[src/rtl/gci_hub_specialmem_scanner.sv]
// gci_hub_specialmem_scanner
// This block is the initiator side of the hub special-memory read port.
// On iSTART it reads the node count, the total-size word and each node's
// size and priority words. It then packs the node bases one after another,
// starting right after the special area.
// Optional build macro: GCI_SCAN_TIMEOUT_EN adds a response watchdog that
// ends a stalled scan with error code 3.
module gci_hub_specialmem_scanner #(
    parameter logic [31:0] P_SPECIAL_SIZE = 32'h400,
    parameter int          P_NODE_MAX     = 4
`ifdef GCI_SCAN_TIMEOUT_EN
    ,
    parameter int          P_TIMEOUT      = 255
`endif
) (
    input  logic        iCLOCK,
    input  logic        iRESET,
    input  logic        iSTART,
    output logic        oBUSY,
    output logic        oDONE,
    output logic        oERROR,
    output logic [1:0]  oERR_CODE,
    output logic        oREQ,
    output logic [9:0]  oREQ_ADDR,
    input  logic        iREQ_BUSY,
    input  logic        iRD_VALID,
    input  logic [31:0] iRD_DATA,
    output logic [3:0]  oNODE_VALID,
    output logic [31:0] oNODE1_BASE,
    output logic [31:0] oNODE2_BASE,
    output logic [31:0] oNODE3_BASE,
    output logic [31:0] oNODE4_BASE,
    output logic [31:0] oNODE1_SIZE,
    output logic [31:0] oNODE2_SIZE,
    output logic [31:0] oNODE3_SIZE,
    output logic [31:0] oNODE4_SIZE,
    output logic [7:0]  oNODE1_PRIORITY,
    output logic [7:0]  oNODE2_PRIORITY,
    output logic [7:0]  oNODE3_PRIORITY,
    output logic [7:0]  oNODE4_PRIORITY
);

    typedef enum logic [1:0] {S_IDLE, S_REQ, S_WAIT, S_CHECK} state_t;
    typedef enum logic [1:0] {PH_COUNT, PH_TOTAL, PH_SIZE, PH_PRIO} phase_t;

    state_t      state;
    state_t      next_state;
    phase_t      phase;
    logic [1:0]  node_idx;
    logic [2:0]  node_cnt;
    logic [31:0] acc;
    logic [31:0] total;
    logic [1:0]  err_q;
    logic [1:0]  final_code;
    logic        capture;
    logic        bad_count;
    logic        last_read;
    logic        start;

    logic [31:0] node_base [4];
    logic [31:0] node_size [4];
    logic [7:0]  node_prio [4];
    logic [3:0]  node_valid;

`ifdef GCI_SCAN_TIMEOUT_EN
    localparam int TO_W = $clog2(P_TIMEOUT + 1);
    logic [TO_W-1:0] to_cnt;
    logic            timeout_hit;
    assign timeout_hit = (state == S_WAIT) && !iRD_VALID
                         && (to_cnt == TO_W'(P_TIMEOUT - 1));
`endif

    assign start     = (state == S_IDLE) && iSTART;
    assign bad_count = (iRD_DATA == 32'd0) || (iRD_DATA > 32'(P_NODE_MAX));
    assign last_read = (phase == PH_PRIO) && ({1'b0, node_idx} == node_cnt - 3'd1);
    // The mismatch check only applies when the scan reached CHECK cleanly
    assign final_code = ((err_q == 2'd0) && (acc != total)) ? 2'd2 : err_q;

    // State register; an asynchronous reset abandons any scan in progress
    always_ff @(posedge iCLOCK or posedge iRESET) begin
        if (iRESET) state <= S_IDLE;
        else        state <= next_state;
    end

    // Next-state logic plus handshake and status outputs
    always_comb begin
        next_state = state;
        capture    = 1'b0;
        oREQ       = 1'b0;
        oREQ_ADDR  = 10'd0;
        oDONE      = 1'b0;
        oBUSY      = (state != S_IDLE);
        oERR_CODE  = err_q;
        case (state)
            S_IDLE: begin
                if (iSTART) next_state = S_REQ;
            end
            S_REQ: begin
                oREQ = 1'b1;
                case (phase)
                    PH_COUNT: oREQ_ADDR = 10'h000;
                    PH_TOTAL: oREQ_ADDR = 10'h004;
                    PH_SIZE:  oREQ_ADDR = 10'h100 + {3'd0, node_idx, 5'd0};
                    default:  oREQ_ADDR = 10'h104 + {3'd0, node_idx, 5'd0};
                endcase
                if (!iREQ_BUSY) begin
                    if (iRD_VALID) begin
                        capture = 1'b1;
                        if (((phase == PH_COUNT) && bad_count) || last_read) next_state = S_CHECK;
                        else                                                  next_state = S_REQ;
                    end else begin
                        next_state = S_WAIT;
                    end
                end
            end
            S_WAIT: begin
                if (iRD_VALID) begin
                    capture = 1'b1;
                    if (((phase == PH_COUNT) && bad_count) || last_read) next_state = S_CHECK;
                    else                                                  next_state = S_REQ;
                end
`ifdef GCI_SCAN_TIMEOUT_EN
                else if (timeout_hit) begin
                    next_state = S_CHECK;
                end
`endif
            end
            S_CHECK: begin
                oDONE      = 1'b1;
                oERR_CODE  = final_code;
                next_state = S_IDLE;
            end
            default: next_state = S_IDLE;
        endcase
    end

    assign oERROR = (oERR_CODE != 2'd0);

    // Read sequencing, node map construction and error bookkeeping
    always_ff @(posedge iCLOCK or posedge iRESET) begin
        if (iRESET) begin
            phase      <= PH_COUNT;
            node_idx   <= 2'd0;
            node_cnt   <= 3'd0;
            acc        <= 32'd0;
            total      <= 32'd0;
            err_q      <= 2'd0;
            node_valid <= 4'd0;
            for (int i = 0; i < 4; i++) begin
                node_base[i] <= 32'd0;
                node_size[i] <= 32'd0;
                node_prio[i] <= 8'd0;
            end
        end else begin
            if (start) begin
                phase      <= PH_COUNT;
                node_idx   <= 2'd0;
                node_cnt   <= 3'd0;
                acc        <= P_SPECIAL_SIZE;
                total      <= 32'd0;
                err_q      <= 2'd0;
                node_valid <= 4'd0;
                for (int i = 0; i < 4; i++) begin
                    node_base[i] <= 32'd0;
                    node_size[i] <= 32'd0;
                    node_prio[i] <= 8'd0;
                end
            end else if (capture) begin
                case (phase)
                    PH_COUNT: begin
                        if (bad_count) begin
                            err_q <= 2'd1;
                        end else begin
                            node_cnt <= iRD_DATA[2:0];
                            phase    <= PH_TOTAL;
                        end
                    end
                    PH_TOTAL: begin
                        total    <= iRD_DATA;
                        node_idx <= 2'd0;
                        phase    <= PH_SIZE;
                    end
                    PH_SIZE: begin
                        node_base[node_idx]  <= acc;
                        node_size[node_idx]  <= iRD_DATA;
                        node_valid[node_idx] <= 1'b1;
                        acc                  <= acc + iRD_DATA;
                        phase                <= PH_PRIO;
                    end
                    default: begin
                        node_prio[node_idx] <= iRD_DATA[7:0];
                        node_idx            <= node_idx + 2'd1;
                        phase               <= PH_SIZE;
                    end
                endcase
            end
`ifdef GCI_SCAN_TIMEOUT_EN
            else if (timeout_hit) begin
                err_q <= 2'd3;
            end
`endif
            if (state == S_CHECK) err_q <= final_code;
        end
    end

`ifdef GCI_SCAN_TIMEOUT_EN
    // Watchdog restarts on every accepted request and runs only while waiting
    always_ff @(posedge iCLOCK or posedge iRESET) begin
        if (iRESET)                                 to_cnt <= '0;
        else if ((state == S_REQ) && !iREQ_BUSY)    to_cnt <= '0;
        else if ((state == S_WAIT) && !iRD_VALID)   to_cnt <= to_cnt + 1'b1;
    end
`endif

    assign oNODE_VALID     = node_valid;
    assign oNODE1_BASE     = node_base[0];
    assign oNODE2_BASE     = node_base[1];
    assign oNODE3_BASE     = node_base[2];
    assign oNODE4_BASE     = node_base[3];
    assign oNODE1_SIZE     = node_size[0];
    assign oNODE2_SIZE     = node_size[1];
    assign oNODE3_SIZE     = node_size[2];
    assign oNODE4_SIZE     = node_size[3];
    assign oNODE1_PRIORITY = node_prio[0];
    assign oNODE2_PRIORITY = node_prio[1];
    assign oNODE3_PRIORITY = node_prio[2];
    assign oNODE4_PRIORITY = node_prio[3];

endmodule

[config.mk]
export PLATFORM = sky130hd
export DESIGN_NAME = gci_hub_specialmem_scanner
export DESIGN_NICKNAME = d
export VERILOG_FILES = /design/src/rtl/gci_hub_specialmem_scanner.sv
export SDC_FILE = /design/constraint.sdc
export NUM_CORES = 1
export LEC_CHECK = 0
export CORE_MARGIN = 2
export CORE_UTILIZATION = 55
export CTS_BUF_LIST = sky130_fd_sc_hd__clkbuf_8
export DETAILED_ROUTE_END_ITERATION = 6
export DONT_BUFFER_PORTS = 1
export PLACE_DENSITY = 0.7
export REMOVE_ABC_BUFFERS = 1
export SYNTH_ARGS = -nofsm -noshare
export SYNTH_HDL_FRONTEND = slang
export SYNTH_SLANG_ARGS = --single-unit
[constraint.sdc]
create_clock -name iCLOCK -period 41.1 [get_ports iCLOCK]
set_input_delay 12.33 -clock iCLOCK [delete_from_list [all_inputs] [get_ports iCLOCK]]
set_output_delay 12.33 -clock iCLOCK [all_outputs]
set_load 0.01 [all_outputs]
==> results of run 1 <==
## sequential cells by signal, indices dropped and copies added (netlist names), 3 cells and up
name and count:
acc 32, node_cnt 3, oNODE1_BASE 32, oNODE1_PRIORITY 8, oNODE1_SIZE 32, oNODE2_BASE 32, oNODE2_PRIORITY 8, oNODE2_SIZE 32
oNODE3_BASE 32, oNODE3_PRIORITY 8, oNODE3_SIZE 32, oNODE4_BASE 32, oNODE4_PRIORITY 8, oNODE4_SIZE 32, oNODE_VALID 4, total 32
## synthesized netlist by cell type, types with 3 or more instances
library cell / n / area (um^2)
o211ai_1: 6 / 45.0
a22o_1: 181 / 1590
dfrtp_1: 367 / 9180
a31oi_1: 7 / 43.8
nand3_1: 106 / 531
o21ai_0: 27 / 135
o21bai_1: 3 / 22.5
o21ai_1: 3 / 15.0
xor2_1: 8 / 70.1
nand4_1: 14 / 87.6
and2_1: 7 / 43.8
and3_1: 9 / 56.3
nor2b_1: 5 / 31.3
buf_2: 13 / 65.1
nor4_1: 10 / 62.6
inv_1: 20 / 75.1
ha_1: 41 / 513
a211oi_1: 6 / 45.0
o31ai_1: 4 / 30.0
a21oi_1: 158 / 791
or3_1: 7 / 43.8
nand2b_1: 3 / 18.8
nor3_1: 17 / 85.1
o21a_1: 9 / 67.6
buf_4: 10 / 75.1
nand4b_1: 3 / 26.3
buf_1: 8 / 30.0
mux2_2: 6 / 67.6
a21o_1: 17 / 128
nand2_1: 267 / 1000
xnor2_1: 40 / 350
clkbuf_1: 90 / 338
nor2_1: 31 / 116
## per-layer routing
layer / track usage [%] / wire (um) / vias up / part of all wire [%]
li1: - / - / 5434 / -
met1: 41.6 / 19400 / 6170 / 42
met2: 44.5 / 20600 / 611 / 44
met3: 9.24 / 4990 / 85 / 11
met4: 9.76 / 1370 / 0 / 3.0
met5: 0 / 0 / - / 0
## kinds of logic (layout without fill, tap and decap cells)
group | count (synthesis) | after routing | share of synthesized area [%]
buffers and inverters | 142 | 139 | 3.68
AO/OA/AOI/OAI | 445 | 445 | 19.4
flip-flops | 367 | 367 | 56.9
AND/OR/NAND/NOR | 490 | 490 | 13.5
XOR/XNOR | 48 | 48 | 2.60
adder cells (fa/ha/maj) | 42 | 42 | 3.30
multiplexers | 8 | 8 | 0.542
other | 1 | 6 | 0.0232
## power breakdown
| group | internal (mW) | switching [mW] | total (mW) |
|---|---|---|---|
| clock network | 0.163 | 0.142 | 0.306 |
| registers | 0.391 | 0.0411 | 0.432 |
| logic | 0.0693 | 0.132 | 0.201 |
| total | 0.624 | 0.315 | 0.939 |
## final cells by class
class                           instances  share of cell area [%]
Clock buffer                           72                    5.67
Clock inverter                         31                   0.910
Inverter                               20                   0.473
Multi-Input combinational cell       1039                    36.9
Sequential cell                       367                    52.6
Tap cell                              384                    2.75
Timing Repair Buffer                   16                   0.688
## tightest hold or removal path, delay by kind of cell, from the launching register on
kind          cells  cell delay [ns]
flops             1             0.36
simple gates      2             0.10
## metrics by stage
stage | util, % | total power, mW | worst slack (ns)
after global placement | 56.7 | 0.632 | 26.08
final | 60.7 | 0.939 | 26.15
after floorplan | - | 0.570 | 18.58
after global routing | 60.7 | 0.986 | 25.97
after CTS | 60.7 | 0.942 | 26.11
after detailed placement | 56.7 | 0.637 | 26.01
## final timing paths
| path | slack [ns] | from | cells after the start | to |
|---|---|---|---|---|
| hold reg to reg | 0.49 | total[31] | 2 | total[31] |
| setup / recovery | 26.15 | acc[5] | 6 | oERROR |
| max in group asynchronous | 26.80 | iRESET | 3 | acc[17] |
| hold / removal | 0.49 | total[31] | 2 | total[31] |
| min in group asynchronous | 11.73 | iRESET | 1 | oNODE4_BASE[31] |
| setup reg to reg | 37.18 | state[1] | 8 | oNODE2_BASE[18] |
==> impl_metrics.toml, run 1 <==
[detailed_routing]
detail_route.wirelength_um = 46400
drt_iter0_drc = 1103
ant_nets = 0
wl_per_cell_um = 24.0
routed-via-count = 12300
first_pass_iters = 7
viasPerCell = 6.38
drc = 0

[power_and_ir_drop]
power_density_nw_per_um2 = 53.7
p_leak_nw = 8.27
ir_drop_mv = 0.0316

[sta]
setup_viol = 0
fin_skew_ns = 0.0365
fin_crit_sh_pct = 36.4
slew_headroom_pct = 6.82
tightest_slew_ns = 1.40
fin_crit_ns = 14.95
hold_slack_ns = 0.487
setup-tns-final_ns = 0
hold_viol = 0
report.final.slew_viol_count = 0
grt_setup_unrepaired = "no"
fmax_mhz = 66.9

[cells_and_area]
seq_area_um2 = 9180
layout-drive-gt1-share_pct = 8.22
nNetsFinal = 1582
syn_to_final_growth_pct = 8.18
multi_input_area_um2 = 6450
stdcell_area_um2 = 17500
layout_commonest_cell = "dfrtp_1"
diodes = 0
fillers = 2374
layoutNonFillerInstCount = 1929
final_cell_mix = "dfrtp_1 (367), nand2_1 (266), a22o_1 (181)"

[yosys]
yosys.cell_types.count = 65
yosysSeqAreaShare_pct = 56.9
async_flop_share_pct = 100
netlist_area_um2 = 16100
yosysWarnings = 0
avgSynthCellArea_um2 = 10.5
synth_enable_flop_cells = 0
ys_ff_latch = 367
synth_ff_type = "dfrtp_1"
syn_inst = 1543

[critical_path]
cp_max_fo = 7
crit_family = "simple AND/OR/NAND/NOR gates"
required_ns = 28.77
cpPeakStageDelay_ns = 0.50
cp-end-kind = "output pin"
worst-path-buf-inv = 0
path_cells = "xnor2_1, nand4_1, nor4_1, nand2_1, a31oi_1, nand2_1"
start_kind = "flip-flop"
crit_path_top_delay_cell = "dfrtp_1"
crit_top_cell = "nand2_1"
cp_data_arrival_time_ns = 2.62
critPathKind = "reg2out"

[floorplan]
io_pins = 345
die_h_um = 175
die_x_um = 175
start_util_pct = 56.1
dieArea_um2 = 30700
rows = 62
core_um2 = 28800

[placed_design]
gp_congestion = 0.862
place_inst = 1826
place_area_um2 = 16300
io_buffers = 0
dp_hpwl_um = 29600

[min_path]
hold_class = "reg2reg"

[run]
max_cap_viol_count = 0

[clock_tree]
cts_made_buffers = 59
clockBufferDepth = 3
ctsHoldBuffers = 0
cts_root_buf = "clkbuf_8"
clkLatencyLatePin_ns = 0.61
path_clk_slew_ns = 0.07
cts_tree = "done"
cts_setup_buffers = 0
htree_levels = 2
cts_resized = 0
numClockSinks = 367

[outcome]
outcome = "complete, no violations"

[global_route]
grt_max_degree = 135
grt_pass1_wl_um = 71500
overflow = 0
track_usage_pct = 29.8
antenna_found_initial = 0
first_global_vias = 11900
(Power assumes the default switching activity.)
==> run 2: changes to the inputs <==
Settings changed: PLACE_DENSITY 0.7 to 0.73.
Clock period 41.1 ns to 13.5 ns, I/O delays scaled along.
==> run 2 against run 1 <==
- hold slack better by 0.0011 ns
- global-route usage is 0.71 points lower
- final area fell by 0.14%
- critical endpoint unchanged
==> impl_metrics.toml, run 2 (same netlist as run 1, synthesis figures left out) <==
[outcome]
outcome = "complete, no violations"

[sta]
tightest_slew_ns = 1.24
hold_slack_ns = 0.489
setup_viol = 0
hold_viol = 0
final.setup.worst_slack_ns = 6.99
fin_skew_ns = 0.0235
slew_headroom_pct = 17.0
fmax_mhz = 154
fin_crit_ns = 6.51
grt_setup_unrepaired = "no"
report.final.slew_viol_count = 0
fin_crit_sh_pct = 48.2

[clock_tree]
clkLatencyLatePin_ns = 0.61
ctsHoldBuffers = 0
cts_tree = "done"
clockBufferDepth = 3
htree_levels = 2
cts_root_buf = "clkbuf_8"
path_clk_slew_ns = 0.06
cts_resized = 0
cts_made_buffers = 57
numClockSinks = 367
cts_setup_buffers = 0

[floorplan]
rows = 62
start_util_pct = 56.1
core_um2 = 28800
dieArea_um2 = 30700
die_h_um = 175
die_x_um = 175
io_pins = 345

[detailed_routing]
wl_per_cell_um = 23.7
first_pass_iters = 5
ant_nets = 0
drc = 0
detail_route.wirelength_um = 45600
drt_iter0_drc = 1141
routed-via-count = 12400
viasPerCell = 6.43

[global_route]
track_usage_pct = 29.1
grt_max_degree = 156
grt_pass1_wl_um = 70400
first_global_vias = 11700
antenna_found_initial = 0
overflow = 0

[placed_design]
dp_slack_ns = 6.82
dp_hpwl_um = 30000
io_buffers = 0
gp_congestion = 0.982

[critical_path]
cp_data_arrival_time_ns = 2.46
critPathKind = "reg2out"
reg2reg_depth = 8
crit_top_cell = "nand2_1"
crit_path_top_delay_cell = "dfrtp_1"
crit_family = "simple AND/OR/NAND/NOR gates"
worst-path-buf-inv = 0
cpPeakStageDelay_ns = 0.51
required_ns = 9.45
timing.rr.end = "oNODE1_SIZE[19]"
cp_max_fo = 7
cp-end-kind = "output pin"
start_kind = "flip-flop"
path_cells = "xnor2_1, nand4_1, nor4_1, nand2_1, a31oi_1, nand2_1"
r2r_slack_ns = 9.74
r2r_start = "state[1]"

[power_and_ir_drop]
internal_power_mw = 1.88
p_sw_mw = 0.948
p_sw_share_pct = 33.5
p_leak_nw = 8.22
p_seq_share_pct = 46.6
power_density_nw_per_um2 = 162
clkPwrFrac_pct = 31.9
power.share.combinational_pct = 21.5
ir_drop_mv = 0.0973

[cells_and_area]
nNetsFinal = 1580
syn_to_final_growth_pct = 8.03
layout-drive-gt1-share_pct = 8.32
layout_commonest_cell = "dfrtp_1"
final_cell_mix = "dfrtp_1 (367), nand2_1 (266), a22o_1 (181)"
diodes = 0

[run]
max_cap_viol_count = 0

[min_path]
min-delay-start = "total[6]"
hold_path_depth = 2
hold_end = "total[6]"
hold_class = "reg2reg"
## run 2: cell types whose count changed in the layout (fill, tap and decap cells not counted), sizes merged
cell / delta
inv: -8
bufinv: -1
clkbuf: +1
clkinvlp: +1
## run 2: worst max path at each step
stage,startpoint,end,slack [ns],cells after the start
2_1_floorplan,iRESET,acc[0],-0.74,1
3_3_place_gp,iREQ_BUSY,oNODE1_SIZE[19],6.89,6
3_5_place_dp,iREQ_BUSY,oNODE2_BASE[19],6.82,7
4_1_cts,acc[1],oERROR,6.91,6
5_1_grt,acc[6],oERROR,6.72,6
6_report,acc[6],oERROR,6.99,6
## run 2: stage by stage
stage,util (%),cells,power (mW),cell area [um^2],setup TNS (ns)
after global routing,60.6,1922,2.97,17400,0
final,60.6,1922,2.83,17400,0
after detailed placement,56.7,1826,1.94,16300,0
after CTS,60.6,1922,2.84,17400,0
after global placement,56.7,1826,1.92,16300,0
after floorplan,-,1426,1.74,15600,-271.14
## run 2: worst min-delay path, cell delays in order (launching register included)
cell	delay (ns)
dfrtp_1	0.35
nand2_1	0.06
nand2_1	0.05
## run 2: metal layers
metal  global-route usage, %  vias to the layer above  share of wire (%)
met5                       0                        -                  0
met1                    41.9                     6217                 42
met4                    8.37                        0                2.2
met3                    8.40                       77                 11
li1                        -                     5421                  -
met2                    43.1                      640                 45
## run 2: power groups by stage
stage	clock (mW)	combinational, mW	sequential, mW
floorplan	0	0.445	1.29
global placement	0	0.585	1.33
detailed placement	0	0.601	1.34
CTS	0.921	0.604	1.32
global route	0.962	0.675	1.33
finish	0.904	0.609	1.32
## run 2: layout make-up
type                            instances  area, um^2
Multi-Input combinational cell       1039        6450
Timing Repair Buffer                   16         133
Clock inverter                         23         110
Sequential cell                       367        9180
Tap cell                              384         480
Inverter                               20        82.6
Fill cell                            2341       11300
Clock buffer                           73        1000
==> run 3: changes to the inputs <==
Settings changed: PLACE_DENSITY 0.73 to 0.7.
Clock period 13.5 ns to 6.35 ns, I/O delays scaled along.
==> run 3 against run 2 <==
- non-clock buffer count did not move
- hold slack got worse by 0.0039 ns
- core utilization barely moved
- cell count barely moved
- critical path depth did not move
- final area barely moved
- combinational power rose by 120%
- clock-buffer cell count fell by 2
- sequential share of layout area barely moved
- clock power rose by 110%
- critical endpoint unchanged
- largest power group unchanged
- highest routed layer unchanged
==> impl_metrics.toml, run 3 (same netlist as run 1, synthesis figures left out) <==
[detailed_routing]
drt_iter0_drc = 1155
wl_per_cell_um = 24.1
detail_route.wirelength_um = 46400
drc = 0
first_pass_iters = 5
routed-via-count = 12300
viasPerCell = 6.38
ant_nets = 0

[power_and_ir_drop]
p_sw_mw = 2.04
ir_drop_mv = 0.188
power_density_nw_per_um2 = 347
internal_power_mw = 4.02
clkPwrFrac_pct = 32.0
p_leak_nw = 8.24
p_seq_share_pct = 46.2
power.share.combinational_pct = 21.8
power.total_mw = 6.05
p_sw_share_pct = 33.7

[critical_path]
required_ns = 4.45
path_cells = "xnor2_1, nand4_1, nor4_1, nand2_1, a31oi_1, nand2_1"
cp_max_fo = 7
worst-path-buf-inv = 0
crit_top_cell = "nand2_1"
start_kind = "flip-flop"
critPathKind = "reg2out"
cp-end-kind = "output pin"
crit_family = "simple AND/OR/NAND/NOR gates"
crit_path_top_delay_cell = "dfrtp_1"
cp_data_arrival_time_ns = 2.61
cpPeakStageDelay_ns = 0.49

[placed_design]
place_inst = 1826
place_area_um2 = 16300
io_buffers = 0
dp_hpwl_um = 30100
dp_slack_ns = 1.85
gp_congestion = 0.906

[outcome]
outcome = "complete, no violations"

[global_route]
overflow = 0
met3_usage_pct = 9.83
grt_pass1_wl_um = 72000
grt_busiest_layer = "met2"
antenna_found_initial = 0
first_global_vias = 11900
grt_max_degree = 133
use_met1_pct = 42.4
track_usage_pct = 29.7
met2_usage_pct = 44.1

[clock_tree]
clkLatencyLatePin_ns = 0.61
cts_root_buf = "clkbuf_8"
cts_setup_buffers = 0
htree_levels = 2
ctsHoldBuffers = 0
cts_tree = "done"
cts_made_buffers = 57
cts_resized = 0
numClockSinks = 367
clockBufferDepth = 3
path_clk_slew_ns = 0.06

[run]
max_cap_viol_count = 0

[cells_and_area]
layoutNonFillerInstCount = 1923
layout_commonest_cell = "dfrtp_1"
fillers = 2316
diodes = 0
final_util_pct = 60.7
syn_to_final_growth_pct = 8.11
stdcell_area_um2 = 17500
layout-drive-gt1-share_pct = 8.25
final_cell_mix = "dfrtp_1 (367), nand2_1 (266), a22o_1 (181)"
nNetsFinal = 1580

[floorplan]
die_x_um = 175
rows = 62
core_um2 = 28800
io_pins = 345
start_util_pct = 56.1
die_h_um = 175
dieArea_um2 = 30700

[sta]
fmax_mhz = 222
tightest_slew_ns = 1.35
final.setup.worst_slack_ns = 1.84
report.final.slew_viol_count = 0
setup_viol = 0
slew_headroom_pct = 10.2
fin_crit_ns = 4.51
setup-tns-final_ns = 0
fin_crit_sh_pct = 71.1
grt_setup_unrepaired = "no"
hold_viol = 0
hold_slack_ns = 0.485
fin_skew_ns = 0.0268

[min_path]
hold_class = "reg2reg"
[run 3: cell type report]
cell class / instances / area (um^2) / share of cell area (%)
multi-input combinational: 1039 / 6470 / 37.1
timing repair buffer: 16 / 133 / 0.760
clock buffer: 71 / 977 / 5.60
inverter: 20 / 82.6 / 0.473
sequential: 367 / 9180 / 52.6
clock inverter: 26 / 134 / 0.767
tap: 384 / 480 / 2.75
[run 3: worst min-delay path, stage by stage (launching register included)]
cell and delay (ns):
dfrtp_1 0.35, nand2_1 0.05, nand2_1 0.05
[run 3: power by group through the flow]
| stage | combinational, mW | clock (mW) | sequential, mW |
|---|---|---|---|
| 2_1_floorplan | 0.946 | 0 | 2.74 |
| 3_3_place_gp | 1.27 | 0 | 2.83 |
| 3_5_place_dp | 1.30 | 0 | 2.83 |
| 5_1_grt | 1.45 | 2.07 | 2.82 |
| 4_1_cts | 1.31 | 1.96 | 2.79 |
| 6_report | 1.32 | 1.94 | 2.80 |
[run 3: worst paths after layout]
kind                       startpoint               to  slack, ns  cells after the start
max in group asynchronous      iRESET   oNODE1_SIZE[8]       3.70                      2
setup reg to reg             state[1]  oNODE1_SIZE[25]       2.73                      9
hold reg to reg             total[31]        total[31]       0.48                      2
hold / removal              total[31]        total[31]       0.48                      2
setup / recovery               acc[5]           oERROR       1.84                      6
min in group asynchronous      iRESET  oNODE3_BASE[30]       1.36                      1
[run 3: metal layers]
metal	share of wire (%)	vias up
met5	0	-
met2	45	627
li1	-	5419
met4	1.8	0
met1	42	6153
met3	11	70
